File: src/rtl/core_writeback_pkg.sv
`default_nettype none
// ============================================================================
// Package  : core_writeback_pkg
// Brief    : Shared types for the writeback stage: decode view, result tags
//            and queue entries.
// Revision : 1.0 - initial release
// ============================================================================
package core_writeback_pkg;

  localparam int c_WORD_BITS = 32;
  localparam int c_NUM_REGS  = 16;

  typedef logic [c_WORD_BITS-1:0]         word;
  typedef logic [c_NUM_REGS-1:0]          hword;
  typedef logic [$clog2(c_NUM_REGS)-1:0]  reg_num;

  // Only the decode fields the writeback stage consumes
  typedef struct packed {
    reg_num rd;
  } insn_data;

  typedef struct packed {
    logic writeback;
  } insn_ctrl;

  typedef struct packed {
    insn_data data;
    insn_ctrl ctrl;
  } insn_decode;

  typedef enum logic [1:0] {
    WB_MUL    = 2'd0,
    WB_LDST   = 2'd1,
    WB_BRANCH = 2'd2
  } wb_unit;

  typedef struct packed {
    wb_unit unit;
    reg_num r;
    word    value;
  } wb_entry;

  function automatic hword reg_onehot(input reg_num r);
    reg_onehot = hword'(1) << r;
  endfunction

endpackage
`default_nettype wire

File: src/rtl/core_wb_queue.sv
`default_nettype none
// ============================================================================
// Module   : core_wb_queue
// Brief    : Synchronous FIFO of wb_entry holding accepted single-unit results.
// Revision : 1.0 - initial release
// ============================================================================
module core_wb_queue
  import core_writeback_pkg::*;
#(
  parameter int QUEUE_DEPTH = 2
) (
  input  logic                         clk,
  input  logic                         rst_n,
  input  logic                         push,
  input  wb_entry                      push_data,
  input  logic                         pop,
  output wb_entry                      head,
  output logic                         full,
  output logic                         empty,
  output logic [$clog2(QUEUE_DEPTH):0] count
);

  localparam int c_PTR_W = $clog2(QUEUE_DEPTH);
  localparam int c_CNT_W = c_PTR_W + 1;

  wb_entry              r_mem [QUEUE_DEPTH];
  logic [c_PTR_W-1:0]   r_rd_ptr;
  logic [c_PTR_W-1:0]   r_wr_ptr;
  logic [c_CNT_W-1:0]   r_count;

  // Depth is a power of two, so pointers wrap by plain overflow
  always_ff @(posedge clk) begin
    if (!rst_n) begin
      r_rd_ptr <= '0;
      r_wr_ptr <= '0;
      r_count  <= '0;
    end else begin
      if (push) r_wr_ptr <= r_wr_ptr + c_PTR_W'(1);
      if (pop)  r_rd_ptr <= r_rd_ptr + c_PTR_W'(1);
      case ({push, pop})
        2'b10:   r_count <= r_count + c_CNT_W'(1);
        2'b01:   r_count <= r_count - c_CNT_W'(1);
        default: r_count <= r_count;
      endcase
    end
  end

  always_ff @(posedge clk) begin
    if (push) r_mem[r_wr_ptr] <= push_data;
  end

  assign head  = r_mem[r_rd_ptr];
  assign count = r_count;
  assign full  = (r_count == c_CNT_W'(QUEUE_DEPTH));
  assign empty = (r_count == '0);

endmodule
`default_nettype wire

File: src/rtl/core_writeback.sv
`default_nettype none
// ============================================================================
// Module   : core_writeback
// Brief    : Writeback stage: pending-register masks, single-unit result
//            arbitration/queueing and the two register-file write ports.
// Options  : CORE_WB_FORWARD_EN - accepted single results bypass an empty
//            queue onto a free write port (latency 1 instead of 2).
// Revision : 1.0 - initial release
// ============================================================================
module core_writeback
  import core_writeback_pkg::*;
#(
  parameter int QUEUE_DEPTH = 2
) (
  input  logic       clk,
  input  logic       rst_n,
  input  logic       start_alu_a,
  input  logic       start_alu_b,
  input  logic       start_mul,
  input  logic       start_ldst,
  input  logic       start_branch,
  input  insn_decode dec_alu_a,
  input  insn_decode dec_alu_b,
  input  insn_decode dec_single,
  input  logic       alu_a_valid,
  input  logic       alu_b_valid,
  input  word        alu_a_value,
  input  word        alu_b_value,
  input  reg_num     alu_a_rd,
  input  reg_num     alu_b_rd,
  input  logic       mul_valid,
  input  logic       ldst_valid,
  input  logic       branch_valid,
  input  word        mul_value,
  input  word        ldst_value,
  input  word        branch_value,
  input  reg_num     mul_rd,
  input  reg_num     ldst_rd,
  input  reg_num     branch_rd,
  output logic       wb_stall_mul,
  output logic       wb_stall_ldst,
  output logic       wb_stall_branch,
  output hword       mask_alu_a,
  output hword       mask_alu_b,
  output hword       mask_mul,
  output hword       mask_ldst,
  output hword       mask_branch,
  output logic       wr_en_a,
  output logic       wr_en_b,
  output reg_num     wr_r_a,
  output reg_num     wr_r_b,
  output word        wr_value_a,
  output word        wr_value_b
);

  localparam int c_CNT_W = $clog2(QUEUE_DEPTH) + 1;

  wb_entry            w_head;
  logic               w_full;
  logic               w_empty;
  logic [c_CNT_W-1:0] w_count;

  logic    w_drain_a;
  logic    w_drain_b;
  logic    w_drain;
  logic    w_room;
  logic    w_acc_mul;
  logic    w_acc_ldst;
  logic    w_acc_branch;
  logic    w_acc_any;
  wb_entry w_acc_entry;
  logic    w_fwd_a;
  logic    w_fwd_b;
  logic    w_push;

  wb_entry w_retire;
  logic    w_retire_v;

  hword w_set_alu_a, w_set_alu_b, w_set_mul, w_set_ldst, w_set_branch;
  hword w_clr_alu_a, w_clr_alu_b, w_clr_mul, w_clr_ldst, w_clr_branch;

  hword   r_mask_alu_a, r_mask_alu_b, r_mask_mul, r_mask_ldst, r_mask_branch;
  logic   r_wr_en_a, r_wr_en_b;
  reg_num r_wr_r_a, r_wr_r_b;
  word    r_wr_value_a, r_wr_value_b;

  core_wb_queue #(
    .QUEUE_DEPTH (QUEUE_DEPTH)
  ) u_queue (
    .clk       (clk),
    .rst_n     (rst_n),
    .push      (w_push),
    .push_data (w_acc_entry),
    .pop       (w_drain),
    .head      (w_head),
    .full      (w_full),
    .empty     (w_empty),
    .count     (w_count)
  );

  // ALU results own their port; the queue head takes whichever port is idle
  assign w_drain_a = !w_empty && !alu_a_valid;
  assign w_drain_b = !w_empty && alu_a_valid && !alu_b_valid;
  assign w_drain   = w_drain_a || w_drain_b;

  // A full queue still accepts when its head leaves in the same cycle
  assign w_room = (w_count < c_CNT_W'(QUEUE_DEPTH)) || (w_full && w_drain);

  assign w_acc_branch = branch_valid && w_room;
  assign w_acc_ldst   = ldst_valid && !branch_valid && w_room;
  assign w_acc_mul    = mul_valid && !ldst_valid && !branch_valid && w_room;
  assign w_acc_any    = w_acc_mul || w_acc_ldst || w_acc_branch;

  always_comb begin
    w_acc_entry = '{unit: WB_MUL, r: mul_rd, value: mul_value};
    if (branch_valid)
      w_acc_entry = '{unit: WB_BRANCH, r: branch_rd, value: branch_value};
    else if (ldst_valid)
      w_acc_entry = '{unit: WB_LDST, r: ldst_rd, value: ldst_value};
  end

`ifdef CORE_WB_FORWARD_EN
  assign w_fwd_a = w_acc_any && w_empty && !alu_a_valid;
  assign w_fwd_b = w_acc_any && w_empty && alu_a_valid && !alu_b_valid;
`else
  assign w_fwd_a = 1'b0;
  assign w_fwd_b = 1'b0;
`endif

  assign w_push = w_acc_any && !(w_fwd_a || w_fwd_b);

  assign wb_stall_mul    = mul_valid && !w_acc_mul;
  assign wb_stall_ldst   = ldst_valid && !w_acc_ldst;
  assign wb_stall_branch = branch_valid && !w_acc_branch;

  // The single result reaching a port this cycle, queued or bypassed
  assign w_retire_v = w_drain || w_fwd_a || w_fwd_b;
  assign w_retire   = w_drain ? w_head : w_acc_entry;

  always_comb begin
    w_set_alu_a  = (start_alu_a  && dec_alu_a.ctrl.writeback)  ? reg_onehot(dec_alu_a.data.rd)  : '0;
    w_set_alu_b  = (start_alu_b  && dec_alu_b.ctrl.writeback)  ? reg_onehot(dec_alu_b.data.rd)  : '0;
    w_set_mul    = (start_mul    && dec_single.ctrl.writeback) ? reg_onehot(dec_single.data.rd) : '0;
    w_set_ldst   = (start_ldst   && dec_single.ctrl.writeback) ? reg_onehot(dec_single.data.rd) : '0;
    w_set_branch = (start_branch && dec_single.ctrl.writeback) ? reg_onehot(dec_single.data.rd) : '0;
    w_clr_alu_a  = alu_a_valid ? reg_onehot(alu_a_rd) : '0;
    w_clr_alu_b  = alu_b_valid ? reg_onehot(alu_b_rd) : '0;
    w_clr_mul    = (w_retire_v && w_retire.unit == WB_MUL)    ? reg_onehot(w_retire.r) : '0;
    w_clr_ldst   = (w_retire_v && w_retire.unit == WB_LDST)   ? reg_onehot(w_retire.r) : '0;
    w_clr_branch = (w_retire_v && w_retire.unit == WB_BRANCH) ? reg_onehot(w_retire.r) : '0;
  end

  // Set is OR-ed after the clear so a re-dispatch keeps the bit pending
  always_ff @(posedge clk) begin
    if (!rst_n) begin
      r_mask_alu_a  <= '0;
      r_mask_alu_b  <= '0;
      r_mask_mul    <= '0;
      r_mask_ldst   <= '0;
      r_mask_branch <= '0;
    end else begin
      r_mask_alu_a  <= (r_mask_alu_a  & ~w_clr_alu_a)  | w_set_alu_a;
      r_mask_alu_b  <= (r_mask_alu_b  & ~w_clr_alu_b)  | w_set_alu_b;
      r_mask_mul    <= (r_mask_mul    & ~w_clr_mul)    | w_set_mul;
      r_mask_ldst   <= (r_mask_ldst   & ~w_clr_ldst)   | w_set_ldst;
      r_mask_branch <= (r_mask_branch & ~w_clr_branch) | w_set_branch;
    end
  end

  always_ff @(posedge clk) begin
    if (!rst_n) begin
      r_wr_en_a <= 1'b0;
      r_wr_en_b <= 1'b0;
    end else begin
      r_wr_en_a <= alu_a_valid || w_drain_a || w_fwd_a;
      r_wr_en_b <= alu_b_valid || w_drain_b || w_fwd_b;
    end
  end

  // Address/data are meaningful only alongside wr_en, so they carry no reset
  always_ff @(posedge clk) begin
    if (alu_a_valid) begin
      r_wr_r_a     <= alu_a_rd;
      r_wr_value_a <= alu_a_value;
    end else if (w_drain_a || w_fwd_a) begin
      r_wr_r_a     <= w_retire.r;
      r_wr_value_a <= w_retire.value;
    end
    if (alu_b_valid) begin
      r_wr_r_b     <= alu_b_rd;
      r_wr_value_b <= alu_b_value;
    end else if (w_drain_b || w_fwd_b) begin
      r_wr_r_b     <= w_retire.r;
      r_wr_value_b <= w_retire.value;
    end
  end

  assign mask_alu_a  = r_mask_alu_a;
  assign mask_alu_b  = r_mask_alu_b;
  assign mask_mul    = r_mask_mul;
  assign mask_ldst   = r_mask_ldst;
  assign mask_branch = r_mask_branch;
  assign wr_en_a     = r_wr_en_a;
  assign wr_en_b     = r_wr_en_b;
  assign wr_r_a      = r_wr_r_a;
  assign wr_r_b      = r_wr_r_b;
  assign wr_value_a  = r_wr_value_a;
  assign wr_value_b  = r_wr_value_b;

endmodule
`default_nettype wire

File: config.mk
export PLATFORM = sky130hd
export DESIGN_NAME = core_writeback
export DESIGN_NICKNAME = d
export VERILOG_FILES = /design/src/rtl/core_writeback_pkg.sv /design/src/rtl/core_wb_queue.sv /design/src/rtl/core_writeback.sv
export SDC_FILE = /design/constraint.sdc
export NUM_CORES = 1
export LEC_CHECK = 0
export ABC_AREA = 0
export CAP_MARGIN = 10
export CORE_MARGIN = 4
export CORE_UTILIZATION = 46
export CTS_CLUSTER_DIAMETER = 60
export DETAILED_ROUTE_END_ITERATION = 10
export GPL_TIMING_DRIVEN = 0
export PLACE_DENSITY = 0.92
export SLEW_MARGIN = 5
export SYNTH_ARGS = -nofsm -noshare
export SYNTH_HDL_FRONTEND = slang
export SYNTH_SLANG_ARGS = --single-unit
File: constraint.sdc
create_clock -name clk -period 5.1 [get_ports clk]
set_clock_uncertainty 0.05 [all_clocks]
set_input_delay 1.02 -clock clk [delete_from_list [all_inputs] [get_ports clk]]
set_output_delay 1.02 -clock clk [all_outputs]
set_load 0.005 [all_outputs]
### Word level (Yosys, flattened, before mapping)

Memory sizes are Yosys's and may differ from the RTL's. A register that Yosys moved wholly into a read port is not among the register bits.
Index checks and enable logic that the tools add are counted.

| storage, ports and cells | value |
|---|---|
| input port bits | 207 |
| memory bits (writable) | 76 |
| memories | 1 |
| register bits after elaboration | 158 |

| operators by class | value |
|---|---|
| muxes and demuxes | 26 |
| shift operators | 6 |
| bitwise logic cells | 15 |
| add/sub/neg operators | 4 |
| order comparisons | 1 |
| equal/unequal tests | 5 |
| reduce and logical (&&, ||, !) cells | 40 |

Memories:

| name | words | width | rd ports | clocked after memory_dff | wr ports | line | RTL |
|---|---|---|---|---|---|---|---|
| u_queue.r_mem | 2 | 38 | 1 | 1 | 1 | core_wb_queue.sv:26 | `wb_entry r_mem [QUEUE_DEPTH];` |

Operators with widths:

| kind | count |
|---|---|
| two-way mux 16 bit | 10 |
| two-way mux 32 bit | 4 |
| << shifter 1 x 4 -> 16 bit (first input constant) | 6 |
| bitwise AND 16 bit | 5 |
| inverter 16 bit | 5 |
| bitwise OR 16 bit | 5 |
| two-way mux 38 bit | 2 |
| two-way mux 37 bit | 1 |
| logical AND 1 bit | 21 |
| two-way mux 4 bit | 4 |
| zero test 1 bit | 8 |
| equality test 2 bit (second input constant) | 3 |
| logical OR 1 bit | 6 |
| nonzero test 2 bit | 3 |
| equality test 2 x 1 -> 1 bit (second input constant) | 2 |
| zero test 2 bit | 2 |
| two-way mux 1 bit | 4 |
| case mux 2 bit (2 select lines) | 1 |
| adder 1 bit (second input constant) | 2 |
| adder 2 x 1 -> 2 bit (second input constant) | 1 |
| less-than comparator 2 bit (second input constant) | 1 |
| subtractor 2 x 1 -> 2 bit (second input constant) | 1 |

### Logic depth before layout (Yosys ltp)

| depth | value |
|---|---|
| word-level depth | 12 |
| depth in mapped cells | 10 |

### Cells and area by module

Synthesis repeated with hierarchy kept, for this count alone.

| second synthesis, totals | value |
|---|---|
| cells, all modules | 1025 |
| area, all modules | 11349.6 µm² |

By module, submodules not included:

| module | instances | area an instance (µm²) | sequential area each (µm²) | cells an instance |
|---|---|---|---|---|
| core_writeback | 1 | 8398.1 | 3803.6 | 885 |
| core_wb_queue | 1 | 2951.6 | 2382.3 | 140 |

### Worst setup path after synthesis

OpenSTA, ideal clock, no wires.

| timing | value |
|---|---|
| path type | input port to flip-flop |
| start | input ldst_valid |
| end | memory u_queue.r_mem[0][0] (netlist bit) (enable) |
| cell stages on the path | 7 |
| setup time | 433 ps |
| arrival | 3491 ps |
| path slack | 1125 ps |
| data required time | 4617 ps |
| buffers on the path | 3 |
| cell sequence | buf_6 -> buf_4 -> buf_2 -> nor3_1 -> a21oi_1 -> inv_1 -> nor2_1 |

| between the ends | value |
|---|---|
| cells in the longest elaborated chain, start to end | 8 |

Ends and longest elaborated chain:

| what | line | RTL |
|---|---|---|
| start, declared | core_writeback.sv:32 | `input logic ldst_valid,` |
| zero test 1 bit | core_writeback.sv:111 | `assign w_acc_mul = mul_valid && !ldst_valid && !branch_valid && w_room;` |
| logical AND 1 bit (3 in a row) | core_writeback.sv:111 |  |
| logical OR 1 bit (*) (2 in a row) | core_writeback.sv:112 | `assign w_acc_any = w_acc_mul \|\| w_acc_ldst \|\| w_acc_branch;` |
| two-way mux 1 bit (*) | core_wb_queue.sv:49 | `if (push) r_mem[r_wr_ptr] <= push_data;` |
| two-way mux 1 bit (not written as such) (*) | core_wb_queue.sv:49 |  |
| end, declared | core_wb_queue.sv:26 |  |

Every way passes the cells marked *; elsewhere a longest branch is shown, timed or not.

### Final worst setup path

| timing | value |
|---|---|
| start | input branch_valid |
| end | output wb_stall_ldst |

| between the ends | value |
|---|---|
| cells in the longest elaborated chain, start to end | 5 |

Ends and longest elaborated chain:

| what | line | RTL |
|---|---|---|
| start, declared | core_writeback.sv:33 | `input logic branch_valid,` |
| zero test 1 bit | core_writeback.sv:110 | `assign w_acc_ldst = ldst_valid && !branch_valid && w_room;` |
| logical AND 1 bit (2 in a row) | core_writeback.sv:110 |  |
| zero test 1 bit | core_writeback.sv:133 | `assign wb_stall_ldst = ldst_valid && !w_acc_ldst;` |
| logical AND 1 bit | core_writeback.sv:133 |  |
| end, declared | core_writeback.sv:41 | `output logic wb_stall_ldst,` |

Every way passes these cells.

==> reports/results.ini <==
[sta]
setup_slack_ns = 0.6206
rsz0062_at_grt = false
hold_viol_final = 0
setup_viol = 0
worst_slew_pin_slew_ns = 0.8471
drv_slew = 0
relSlewSlack_pct = 42.93
min_period_ns = 4.479
period_share_pct = 87.83
hold_ws_ns = 0.4355
fmax_mhz = 223.2
finalSetupTns_ns = 0

[yosys]
ys_seq_elements = 235
synthDominantCellAreaShare_pct = 40.95
yosysMostFrequentCell = nand2_1
synth_common_cells = 170 x nand2_1, 151 x o21ai_0, 148 x edfxtp_1
async_reset_ff_share_pct = 0
ys_types = 50
avgSynthCellArea_um2 = 10.41
synth_edf_count = 148
yosys_warnings = 0
synthCells = 1043
synth_flop_cell = edfxtp_1
netlist_top_cells_area = edfxtp_1 41%, dfxtp_1 16%, o21ai_0 7.0%, mux2i_1 6.5%, nand2_1 5.9%
synth_seq_area_share_pct = 57.00
yosysTopAreaCell = edfxtp_1
synthesis.nets = 1251
netlist_area_mm2 = 0.01085

[critical_path]
critical_path_arrival_ns = 3.41
path_max_fanout = 10
cp_data_required_time_ns = 4.03
end_kind = output pin
crit_path_start_kind = input port
critPathKind = in2out
reg2reg_from = u_queue.count[0]
crit_start = branch_valid

[placement]
post-dp-hpwl_um = 30570
placed_area_mm2 = 0.01495
place_ws_ns = 0.6499
gp_congestion = 0.9296
port_buffers = 361

[clock_network]
cts_setup_buffers = 0
cts_resized = 0
holdBufCountCts = 0
clk_latency_ns = 0.52
clk_pin_slew_worst_paths_ns = 0.06
clockBufferDepth = 3
h-tree-depth = 1
cts_root_buf = clkbuf_16
cts.sinks = 235
cts_tree = done
cts_inserted_buffers = 26

[routing]
drtIter0Drc = 895
vias = 10200
drt-wirelength-per-cell_um = 22.78
routed_wl_um = 40280
vias_per_cell = 5.767
drtPass1Iterations = 7
drcViolationCount = 0
postRouteAntennaNets = 0

[global_routing]
track_usage_pct = 29.70
overflow = 0
grt_max_degree = 31
antenna_found_initial = 1
grt_pass1_vias = 10630
grt_pass1_wl_um = 60470

[min_path]
hp-start = mask_alu_a[8]
hold_class = reg2reg

[power_and_ir_drop]
peakVddDrop_mv = 0.2748
leakagePower_nw = 5.602
p_per_area_mw_per_mm2 = 432.3

[cells_and_area]
layout-drive-gt1-share_pct = 5.571
fillerInstances = 1714
nets = 1644
final_area_mm2 = 0.01586
synthToLayoutAreaGrowth_pct = 46.14
multiInputGateArea_mm2 = 0.004390
seq_area_mm2 = 0.006186

[die]
rows = 55
initial_core_util_pct = 47.36
die_area_mm2 = 0.02611
io_pins = 364
chipWidth_um = 161.6
fp.dieH_um = 161.6
core_mm2 = 0.02292

[flow_run]
drv_cap = 0

[status]
status = finished, final reports clean

==> final cells by class <==
cell class,instances,share of cell area (%)
Timing Repair Buffer,365,23.29
Buffer,65,1.728
Multi-Input combinational cell,739,27.68
Clock buffer,30,4.465
Inverter,4,0.09467
Clock inverter,16,1.254
Tap cell,313,2.469
Sequential cell,235,39.00
Antenna cell,1,0.01578
==> placed cells by master, fill, tap and decap left out, drive strengths merged, types with 9 or more instances in the layout <==
cell type      instances
o21ai                151
nor2b                  9
nor2                  67
o311a                 19
buf                   26
o21bai                19
a21oi                 40
edfxtp               148
a21boi                51
clkdlybuf4s50        361
dfxtp                 87
and2                  15
nor3b                  9
mux2i                 70
nand3                 14
clkinv                10
nand2                170
clkbuf                73
==> logic make-up after synthesis <==
kind of cell / Yosys count / synth area share, %
and+or+nand+nor: 337 / 14.09
AOI/OAI and AO/OA: 322 / 18.77
DFF: 235 / 57.00
muxes: 75 / 7.044
buffers and inverters: 69 / 2.663
xor gates and xnor gates: 4 / 0.3229
adders and majority gates: 1 / 0.1153
==> metrics by stage <==
step	utilization, %	total power, mW	cells
finish	69.21	6.857	1768
detailed placement	65.24	4.847	1721
floorplan	-	3.695	1043
global placement	64.84	4.738	1717
CTS	69.20	6.844	1767
global route	69.21	7.109	1768
==> critical path: stages <==
cell             delay, ns
clkdlybuf4s50_1       0.57
buf_2                 0.40
clkbuf_1              0.58
o21a_1                0.30
clkdlybuf4s50_1       0.53
==> metal layers <==
metal | GRT usage, % | part of all wire, % | vias to the layer above
met2 | 51.22 | 49 | 624
met3 | 7.553 | 9.5 | 126
met1 | 34.73 | 37 | 4851
met4 | 14.00 | 5.0 | 0
li1 | - | - | 4595
met5 | 0 | 0 | -
==> final timing paths <==
path                    to  slack (ns)  depth (start not counted)
max reg2reg      wr_r_a[0]        2.53                          6
min reg2reg  mask_alu_a[8]        0.44                          2
min          mask_alu_a[8]        0.44                          2
max          wb_stall_ldst        0.62                          5
==> flip-flops by register name, summed over array words and instances, names as in the netlist, named ones only <==
name / cells
u_queue.r_mem: 76
wr_value_a: 32
wr_value_b: 32
mask_alu_a: 16
mask_alu_b: 16
mask_branch: 16
mask_ldst: 16
mask_mul: 16
wr_r_a: 4
wr_r_b: 4
u_queue.count: 2
u_queue.r_rd_ptr: 1
u_queue.r_wr_ptr: 1
wr_en_a: 1
wr_en_b: 1
==> where the power goes <==
group          leakage (nW)  internal [mW]  switching, mW
clock network         0.441           1.24          0.766
logic                  2.98          0.920           1.23
registers              2.18           2.56          0.151
total                  5.60           4.72           2.14
Note: power is estimated with default switching activity, not from simulation.
